**config.mk**
```make
export PLATFORM = sky130hd
export DESIGN_NAME = ibar_writeback
export DESIGN_NICKNAME = d
export VERILOG_FILES = /design/src/rtl/ibar_pkg.sv /design/src/rtl/ibar_wb_linebuf.sv /design/src/rtl/ibar_writeback.sv
export SDC_FILE = /design/constraint.sdc
export NUM_CORES = 1
export LEC_CHECK = 0
export CAP_MARGIN = 25
export CORE_AREA = 2 2 657 659
export CTS_CLUSTER_SIZE = 30
export DETAILED_ROUTE_END_ITERATION = 8
export DIE_AREA = 0 0 659 661
export PLACE_DENSITY = 0.3
export SETUP_SLACK_MARGIN = 0.05
export SLEW_MARGIN = 20
export SYNTH_ARGS = -nofsm -noshare
export SYNTH_HDL_FRONTEND = slang
export SYNTH_SLANG_ARGS = --single-unit
```
**constraint.sdc**
```tcl
create_clock -name clk -period 109.6 [get_ports clk]
set_input_delay 16.44 -clock clk [delete_from_list [all_inputs] [get_ports clk]]
set_output_delay 16.44 -clock clk [all_outputs]
set_load 0.05 [all_outputs]
```
**src/rtl/ibar_pkg.sv**
```systemverilog
// Shared definitions for the ibar writeback engine: FSM state encoding,
// default geometry of the D-cache arrays and the line address builder.
package ibar_pkg;

    localparam int IBAR_INDEX_W  = 6;
    localparam int IBAR_TAG_W    = 20;
    localparam int IBAR_OFFSET_W = 6;
    localparam int IBAR_LINE_W   = 512;

    typedef enum logic [2:0] {
        ST_IDLE = 3'd0,
        ST_RD   = 3'd1,
        ST_CAP  = 3'd2,
        ST_SEND = 3'd3,
        ST_ACK  = 3'd4
    } ibar_state_e;

    // Line-aligned byte address {tag, index, zero offset}.
    function automatic logic [31:0] line_addr(input logic [IBAR_TAG_W-1:0]   tag,
                                              input logic [IBAR_INDEX_W-1:0] index);
        return {tag, index, {IBAR_OFFSET_W{1'b0}}};
    endfunction

endpackage

```
**src/rtl/ibar_wb_linebuf.sv**
```systemverilog
// Two-entry {tag, data} line buffer for one cache set plus the way-select
// mux that feeds the memory write port.
module ibar_wb_linebuf
    import ibar_pkg::*;
#(
    parameter int INDEX_W  = IBAR_INDEX_W,
    parameter int TAG_W    = IBAR_TAG_W,
    parameter int OFFSET_W = IBAR_OFFSET_W,
    parameter int LINE_W   = IBAR_LINE_W
) (
    input  logic                              clk,
    input  logic                              load,
    input  logic                              sel,
    input  logic [INDEX_W-1:0]                index,
    input  logic [TAG_W-1:0]                  tag_in0,
    input  logic [TAG_W-1:0]                  tag_in1,
    input  logic [LINE_W-1:0]                 data_in0,
    input  logic [LINE_W-1:0]                 data_in1,
    output logic [TAG_W+INDEX_W+OFFSET_W-1:0] wr_addr,
    output logic [LINE_W-1:0]                 wr_data
);

    logic [TAG_W-1:0]  tag0_q,  tag0_d;
    logic [TAG_W-1:0]  tag1_q,  tag1_d;
    logic [LINE_W-1:0] data0_q, data0_d;
    logic [LINE_W-1:0] data1_q, data1_d;

    // Capture both ways on the load strobe, otherwise hold the buffered set.
    always_comb begin
        tag0_d  = tag0_q;
        tag1_d  = tag1_q;
        data0_d = data0_q;
        data1_d = data1_q;
        if (load) begin
            tag0_d  = tag_in0;
            tag1_d  = tag_in1;
            data0_d = data_in0;
            data1_d = data_in1;
        end else begin
            tag0_d  = tag0_q;
            tag1_d  = tag1_q;
            data0_d = data0_q;
            data1_d = data1_q;
        end
    end

    // Buffer storage; contents are only meaningful while the FSM is in SEND,
    // so no reset is needed on this wide datapath.
    always_ff @(posedge clk) begin
        tag0_q  <= tag0_d;
        tag1_q  <= tag1_d;
        data0_q <= data0_d;
        data1_q <= data1_d;
    end

    // Select the way currently being written back (0 = way 0, 1 = way 1).
    always_comb begin
        wr_addr = line_addr(tag0_q, index);
        wr_data = data0_q;
        if (sel) begin
            wr_addr = line_addr(tag1_q, index);
            wr_data = data1_q;
        end else begin
            wr_addr = line_addr(tag0_q, index);
            wr_data = data0_q;
        end
    end

endmodule

```
**src/rtl/ibar_writeback.sv**
```systemverilog
// Writeback engine for the ibar dirty-line walk. Reads one dirty set from the
// tag/data arrays and writes each dirty way (way 0 first) to memory, then
// pulses ibar_ready. Optional line counter enabled by IBAR_WB_PERF_EN.
module ibar_writeback
    import ibar_pkg::*;
#(
    parameter int INDEX_W  = IBAR_INDEX_W,
    parameter int TAG_W    = IBAR_TAG_W,
    parameter int OFFSET_W = IBAR_OFFSET_W,
    parameter int LINE_W   = IBAR_LINE_W
) (
    input  logic                              clk,
    input  logic                              rst,
    input  logic                              ibar_valid,
    input  logic [INDEX_W-1:0]                dirty_addr,
    input  logic                              way0,
    input  logic                              way1,
    output logic                              ibar_ready,
    output logic [INDEX_W-1:0]                ram_raddr,
    output logic                              ram_ren,
    input  logic [TAG_W-1:0]                  tag_rdata0,
    input  logic [TAG_W-1:0]                  tag_rdata1,
    input  logic [LINE_W-1:0]                 data_rdata0,
    input  logic [LINE_W-1:0]                 data_rdata1,
    output logic                              wr_req,
    output logic [TAG_W+INDEX_W+OFFSET_W-1:0] wr_addr,
    output logic [LINE_W-1:0]                 wr_data,
    input  logic                              wr_rdy,
    output logic                              busy,
    output logic [31:0]                       wb_line_cnt
);

    ibar_state_e        state_q, state_d;
    logic [INDEX_W-1:0] set_q,   set_d;
    logic [1:0]         mask_q,  mask_d;
    logic               buf_load;
    logic               way_sel;

    // Lowest dirty way first: way 1 is selected only once way 0 is clean.
    assign way_sel = ~mask_q[0];

    // Next-state, mask bookkeeping and control outputs.
    always_comb begin
        state_d    = state_q;
        set_d      = set_q;
        mask_d     = mask_q;
        ram_ren    = 1'b0;
        ram_raddr  = dirty_addr;
        buf_load   = 1'b0;
        wr_req     = (state_q == ST_SEND);
        ibar_ready = (state_q == ST_ACK);
        busy       = (state_q != ST_IDLE);
        case (state_q)
            ST_IDLE: begin
                if (ibar_valid) begin
                    set_d   = dirty_addr;
                    mask_d  = {way1, way0};
                    ram_ren = 1'b1;
                    state_d = ST_RD;
                end else begin
                    state_d = ST_IDLE;
                end
            end
            ST_RD: begin
                // Array outputs are valid now; the buffer is full on entering CAP.
                buf_load = 1'b1;
                state_d  = ST_CAP;
            end
            ST_CAP: begin
                if (mask_q == 2'b00) begin
                    state_d = ST_ACK;
                end else begin
                    state_d = ST_SEND;
                end
            end
            ST_SEND: begin
                if (wr_rdy) begin
                    if (way_sel) begin
                        mask_d = {1'b0, mask_q[0]};
                    end else begin
                        mask_d = {mask_q[1], 1'b0};
                    end
                    if (mask_d == 2'b00) begin
                        state_d = ST_ACK;
                    end else begin
                        state_d = ST_SEND;
                    end
                end else begin
                    state_d = ST_SEND;
                end
            end
            ST_ACK: begin
                state_d = ST_IDLE;
            end
            default: begin
                state_d = ST_IDLE;
                mask_d  = 2'b00;
            end
        endcase
    end

    // FSM, set index and dirty mask registers.
    always_ff @(posedge clk) begin
        if (rst) begin
            state_q <= ST_IDLE;
            set_q   <= {INDEX_W{1'b0}};
            mask_q  <= 2'b00;
        end else begin
            state_q <= state_d;
            set_q   <= set_d;
            mask_q  <= mask_d;
        end
    end

    ibar_wb_linebuf #(
        .INDEX_W  (INDEX_W),
        .TAG_W    (TAG_W),
        .OFFSET_W (OFFSET_W),
        .LINE_W   (LINE_W)
    ) u_linebuf (
        .clk      (clk),
        .load     (buf_load),
        .sel      (way_sel),
        .index    (set_q),
        .tag_in0  (tag_rdata0),
        .tag_in1  (tag_rdata1),
        .data_in0 (data_rdata0),
        .data_in1 (data_rdata1),
        .wr_addr  (wr_addr),
        .wr_data  (wr_data)
    );

`ifdef IBAR_WB_PERF_EN
    logic [31:0] cnt_q, cnt_d;

    // Saturating count of accepted line writes.
    always_comb begin
        cnt_d = cnt_q;
        if (wr_req && wr_rdy && (cnt_q != 32'hFFFF_FFFF)) begin
            cnt_d = cnt_q + 32'd1;
        end else begin
            cnt_d = cnt_q;
        end
    end

    // Counter register, cleared only by reset.
    always_ff @(posedge clk) begin
        if (rst) begin
            cnt_q <= 32'd0;
        end else begin
            cnt_q <= cnt_d;
        end
    end

    assign wb_line_cnt = cnt_q;
`else
    assign wb_line_cnt = 32'd0;
`endif

endmodule
```
==> results of run 1 <==
state kept, by name (all words and copies together) (netlist names):
| name | count |
|---|---|
| state_q | 3 |
| set_q | 6 |
| u_linebuf.tag1_q | 20 |
| mask_q | 2 |
| u_linebuf.data1_q | 512 |
| u_linebuf.data0_q | 512 |
| u_linebuf.tag0_q | 20 |
worst max path at each step:
stage	to	depth (start not counted)
floorplan	u_linebuf.data0_q[0]$_DFFE_PN_	2
finish	ram_ren	4
detailed placement	ram_ren	4
global placement	ram_ren	4
CTS	ram_ren	4
global route	ram_ren	4
area by class of cell:
class                      instances  area share, %
clock inverter                    64          0.744
clock buffer                     189           5.85
timing repair buffer            1655           24.8
inverter                           3         0.0169
antenna                           18         0.0675
sequential                      1075           48.2
tap                             5710           10.7
multi-input combinational        614           9.59
worst max-delay path: cells and delay by family:
kind | cells | cell delay, ps
buffers and inverters | 3 | 1550
and+or+nand+nor | 1 | 120
cells in the final DEF (no fill, tap or decap), types with 6 or more instances in the layout:
master              n
edfxtp_1         1064
conb_1             38
a21oi_1             7
mux2_2            522
nand2_1            17
clkinv_2           23
buf_16              6
diode_2            18
clkbuf_16         148
clkinv_1           25
buf_4              57
dfxtp_1            10
clkbuf_1           36
clkdlybuf4s50_1  1585
mux2_1             10
cells by family (layout without fill, tap and decap cells):
group	count (synthesis)	count (layout)
DFF	1075	1075
muxes	532	532
buffers and inverters	111	1911
and+or+nand+nor	29	29
AOI/OAI and AO/OA	15	15
other	1	56
per-layer routing:
metal  vias to the layer above  part of all wire, %
li1                      10400                    -
met1                     12100                   35
met2                      1136                   53
met3                       332                  9.8
met4                        80                  2.2
met5                         -                 0.19
metrics by stage:
stage | hold slack (ps) | worst slack, ps | instances
6_report | 463 | 75060 | 9328
2_1_floorplan | 556 | 34010 | 1800
3_3_place_gp | 456 | 75060 | 9051
5_1_grt | 493 | 74990 | 9310
3_5_place_dp | 454 | 75060 | 9056
4_1_cts | 465 | 75050 | 9309
power by group through the flow:
stage / logic, mW / clock network [mW] / registers [mW]
floorplan: 0.129 / 0 / 0.606
finish: 0.267 / 0.455 / 0.501
global placement: 0.277 / 0 / 0.509
global route: 0.281 / 0.490 / 0.504
detailed placement: 0.278 / 0 / 0.510
CTS: 0.279 / 0.477 / 0.501
==> results by group, run 1 <==
Power and ir drop
  – Clock network power share: 37.2%
  – Switching power: 377 uW
  – Combinational power share: 21.8%
  – Switching share of power: 30.8%
  – Power per cell area: 18.3 nW/um^2
  – Max VDD drop: 0.0100 mV
  – Leak pwr: 20.9 nW
  – Total power: 1.22 mW
  – Flop pwr share: 41.0%
  – Int Power: 846 uW

Clock network
  – CTS tree: built
  – CTS Hold Buffers Added: 0
  – CTS buffer count: 146
  – Max clock buf depth: 4
  – CTS clk-pin slew, worst paths: 50 ps
  – H-Tree Depth: 4
  – Setup Buffers After CTS: 0
  – Root buf cell: clkbuf_16
  – Clock sink count: 1075
  – Later-pin clock latency in the skew report: 830 ps
  – # resized after CTS: 0

Placement
  – Post-detail-place hpwl: 219000 um
  – DP Area: 62300 um^2
  – Final Wtd Congestion: 0.819
  – IO buf count: 1623

Setup path
  – Worst Path Max Fanout: 10
  – Required @ worst endpoint: 93160 ps
  – R2R Path Start: state_q[0]$_SDFF_PP0_
  – Crit path kind: input port to output port
  – Worst Setup SP: ibar_valid
  – Worst R2R Setup Slack: 103580 ps
  – Critical R2R Capture: u_linebuf.data0_q[297]$_DFFE_PN_
  – CP startpoint kind: input port
  – Worst-path cell chain: clkdlybuf4s50_1, nand2_4, clkinv_1, clkdlybuf4s50_1
  – CP max stage cell: clkdlybuf4s50_1
  – CP peak stage delay: 850 ps
  – Setup crit end kind: output port
  – Most used cell, CP: clkdlybuf4s50_1
  – Worst R2R Path Depth: 8
  – Worst path arrival time: 18110 ps

Global route
  – Initial antenna violation count: 92
  – Met2 Use GR: 21.2%
  – GRT overflow: 0
  – GRT Overall Usage: 11.3%
  – Largest net degree at the start of global routing: 147
  – GRT busiest layer: met2
  – Global-route wire length before repair: 311000 um
  – Grt met3 use: 5.12%
  – Vias in the first global route: 25500
  – Grt met1 use: 11.4%

Synth
  – Ys Warns: 0
  – Largest family of logic cells by synthesized area: multiplexers
  – Synth area leaders: edfxtp_1 81%, mux2_2 15%, buf_4 0.88%, buf_6 0.57%, dfxtp_1 0.56%
  – Cell taking the most area after synthesis: edfxtp_1
  – Most frequent cell after synthesis: edfxtp_1
  – Post-Synth Adder-Cell Area: 0%
  – Post-synthesis register bit count: 1075
  – Sequential element share of the synthesized area: 82.0%
  – Synth cell count leaders: 1064 x edfxtp_1, 522 x mux2_2, 46 x buf_4
  – XOR/XNOR Fraction of Synth Area: 0%
  – Mapped Avg Cell Area: 22.2 um^2
  – Synth unique cells: 30
  – Proportion of synthesized area in mux cells: 15.3%
  – Synth Cell Area: 39200 um^2
  – Simple-gate portion of the synthesized area: 0.389%
  – Synth Instances: 1763
  – Post-synth EDFFs: 1064
  – Async S/R FF share, synth: 0%
  – Top FF cell, synth: edfxtp_1
  – Post-synthesis compound-gate area fraction: 0.274%
  – Top cell type's share of synthesized area: 81.5%

STA
  – Fmax: 28.9 MHz
  – Setup TNS Final: 0 ps
  – Slew @ Worst Pin: 1110 ps
  – Fin crit period: 34540 ps
  – Clock skew: 45.8 ps
  – Final setup vio count: 0
  – Final cycle utilization of the critical path: 31.5%
  – Unrepaired setup endpoints after global routing: no
  – Slew margin rel.: 25.7%
  – Max-slew violations: 0
  – Final Hold Fails: 0

Hold path
  – Worst hold stages: 2
  – Hold Path End: set_q[5]$_SDFFE_PP0P_
  – Hold_sp: set_q[5]$_SDFFE_PP0P_
  – Hold Crit Class: register to register

Run status
  – Status: complete, no violations

Finish
  – Design area: 66700 um^2
  – FF+latch area: 32200 um^2
  – Share of cells above drive strength 1: 22.0%
  – P&R area growth vs syn: 70.2%
  – # fillers: 47100
  – Finished Core Util: 15.6%
  – Final nets: 4571
  – Area of the multi-input gates: 6400 um^2

Drt
  – Residual DRC count: 0
  – Pre-Repair DR Iteration Count: 5
  – Via count: 24000
  – Total routed wirelength: 258000 um
  – Wire per inst: 27.6 um
  – Post-route ant nets: 0
  – 1st-iter DRT viols: 1359
  – Number of vias per cell: 2.58

Die
  – Die X: 659 um
  – Full die area: 436000 um^2
  – Initial Util: 9.14%
  – Ports: 1662
  – Row count: 241
  – CORE AREA: 429000 um^2
  – Die height: 661 um

Flow run
  – Max_cap viols: 0
Note: power is estimated with default switching activity, not from simulation.
==> run 2, diff against run 1 <==
==> constraint.sdc (replaced) <==
create_clock -name clk -period 33.9 [get_ports clk]
set_input_delay 5.085 -clock clk [delete_from_list [all_inputs] [get_ports clk]]
set_output_delay 5.085 -clock clk [all_outputs]
set_load 0.05 [all_outputs]
==> results by group, run 2 (synthesized netlist as in run 1, its figures left out) <==
Drt
  – Detail Route met2 WL: 151000 um (was 137000 um)
  – WL met3: 29400 um (was 25200 um)
  – Residual DRC count: 0 (unchanged)
  – Post-route ant nets: 0 (unchanged)
  – M1 wire length: 101000 um (was 89500 um)
  – Pre-Repair DR Iteration Count: 5 (unchanged)
  – Via count: 25000 (was 24000)
  – Uppermost routed layer: met5 (unchanged)
  – Number of vias per cell: 2.67 (was 2.58)
  – Wire per inst: 30.8 um (was 27.6 um)
  – Total routed wirelength: 288000 um (was 258000 um)
  – 1st-iter DRT viols: 1446 (was 1359)

Power and ir drop
  – Leak pwr: 21.1 nW (was 20.9 nW)
  – Max VDD drop: 0.0304 mV (was 0.0100 mV)
  – Power per cell area: 60.4 nW/um^2 (was 18.3 nW/um^2)
  – Total power: 4.06 mW (was 1.22 mW)

Clock network
  – CTS clk-pin slew, worst paths: 70 ps (was 50 ps)
  – CTS buffer count: 149 (was 146)
  – H-Tree Depth: 4 (unchanged)
  – # resized after CTS: 0 (unchanged)
  – Later-pin clock latency in the skew report: 830 ps (about the same)
  – CTS Hold Buffers Added: 0 (unchanged)
  – Root buf cell: clkbuf_16 (unchanged)
  – Setup Buffers After CTS: 0 (unchanged)
  – Max clock buf depth: 4 (unchanged)
  – CTS tree: built (unchanged)
  – Clock sink count: 1075 (unchanged)

Die
  – Row count: 241 (unchanged)
  – Full die area: 436000 um^2 (unchanged)
  – Ports: 1662 (unchanged)
  – CORE AREA: 429000 um^2 (unchanged)
  – Die X: 659 um (unchanged)
  – Initial Util: 9.14% (unchanged)
  – Die height: 661 um (unchanged)

STA
  – Final setup vio count: 0 (unchanged)
  – Fmax: 80.3 MHz
  – Slew @ Worst Pin: 1160 ps (was 1110 ps)
  – Final Hold Fails: 0 (unchanged)
  – Clock skew: 29.9 ps (was 45.8 ps)
  – Unrepaired setup endpoints after global routing: no (unchanged)
  – Final worst slack: 21450 ps (was 75060 ps)
  – Final cycle utilization of the critical path: 36.7%
  – Max-slew violations: 0 (unchanged)
  – Setup TNS Final: 0 ps (unchanged)
  – Fin crit period: 12450 ps
  – Slew margin rel.: 22.3% (was 25.7%)

Placement
  – DP Cell Count: 9063 (was 9056)
  – Pre-CTS setup slack: 21310 ps (was 75060 ps)
  – Final Wtd Congestion: 0.872 (was 0.819)
  – IO buf count: 1623 (unchanged)
  – Post-detail-place hpwl: 248000 um (was 219000 um)

Global route
  – Global-route wire length before repair: 346000 um (was 311000 um)
  – Vias in the first global route: 26100 (was 25500)
  – Largest net degree at the start of global routing: 143 (was 147)
  – GRT overflow: 0 (unchanged)
  – GRT Overall Usage: 12.7% (was 11.3%)
  – Initial antenna violation count: 174 (was 92)

Finish
  – Most frequent cells in the layout: 1602 x clkdlybuf4s50_1, 1064 x edfxtp_1, 522 x mux2_2 (was 1585 x clkdlybuf4s50_1, 1064 x edfxtp_1, 522 x mux2_2)
  – Final nets: 4588 (was 4571)
  – Post-route insts no fill: 9342 (was 9328)
  – FF+latch area: 32200 um^2 (unchanged)
  – Area of the multi-input gates: 6400 um^2 (about the same)
  – Largest registers: u_linebuf.data0_q (512), u_linebuf.data1_q (512) (unchanged)
  – Most common cell after layout, fill and taps aside: clkdlybuf4s50_1 (unchanged)
  – P&R area growth vs syn: 71.6% (was 70.2%)
  – # fillers: 47000 (was 47100)
  – Share of cells above drive strength 1: 21.8% (was 22.0%)

Setup path
  – Worst path arrival time: 7370 ps (was 18110 ps)
  – Worst Path Max Fanout: 10 (unchanged)
  – CP startpoint kind: input port (unchanged)
  – Required @ worst endpoint: 28810 ps (was 93160 ps)
  – Crit path kind: input port to output port (unchanged)
  – Setup crit end kind: output port (unchanged)

Hold path
  – Hold Crit Class: register to register (unchanged)

Run status
  – Status: complete, no violations (unchanged)

Flow run
  – Max_cap viols: 0 (unchanged)
-- run 2: where the power goes --
part	total [mW]	internal, mW	switching [mW]
registers	1.66	1.59	0.0671
logic	0.846	0.300	0.545
clock network	1.56	0.907	0.649
total	4.06	2.80	1.26
-- run 2: stage by stage --
step           hold slack, ps  util (%)  cell area, um^2
2_1_floorplan             569         -            39400
3_3_place_gp              463      14.5            62200
3_5_place_dp              458      14.5            62400
4_1_cts                   467      15.6            67000
5_1_grt                   482      15.7            67300
6_report                  462      15.7            67300
-- run 2: final cells by class --
cell class,count,area share (%)
Clock buffer,191,5.79
Inverter,3,0.0167
Clock inverter,68,1.13
Sequential cell,1075,47.8
Antenna cell,12,0.0446
Multi-Input combinational cell,614,9.52
Tap cell,5710,10.6
Timing Repair Buffer,1669,25.1
-- run 2: final timing paths --
path              cells after the start                   from                          endpoint  slack [ps]
setup reg to reg                      8  state_q[0]$_SDFF_PP0_  u_linebuf.data1_q[218]$_DFFE_PN_       27350
hold reg to reg                       2  set_q[2]$_SDFFE_PP0P_             set_q[2]$_SDFFE_PP0P_         460
hold / removal                        2  set_q[2]$_SDFFE_PP0P_             set_q[2]$_SDFFE_PP0P_         460
setup / recovery                      4             ibar_valid                           ram_ren       21450
-- run 2: worst max-delay path, cell delays in order --
cell and delay [ps]:
clkdlybuf4s50_1 530, nand2_4 220, clkinv_1 590, clkdlybuf4s50_1 920
-- run 2: routing by layer --
layer | global-route usage [%] | vias to the layer above
li1 | - | 10500
met1 | 13.0 | 12700
met2 | 23.6 | 1296
met3 | 5.86 | 417
met4 | 2.36 | 114
met5 | 0 | -
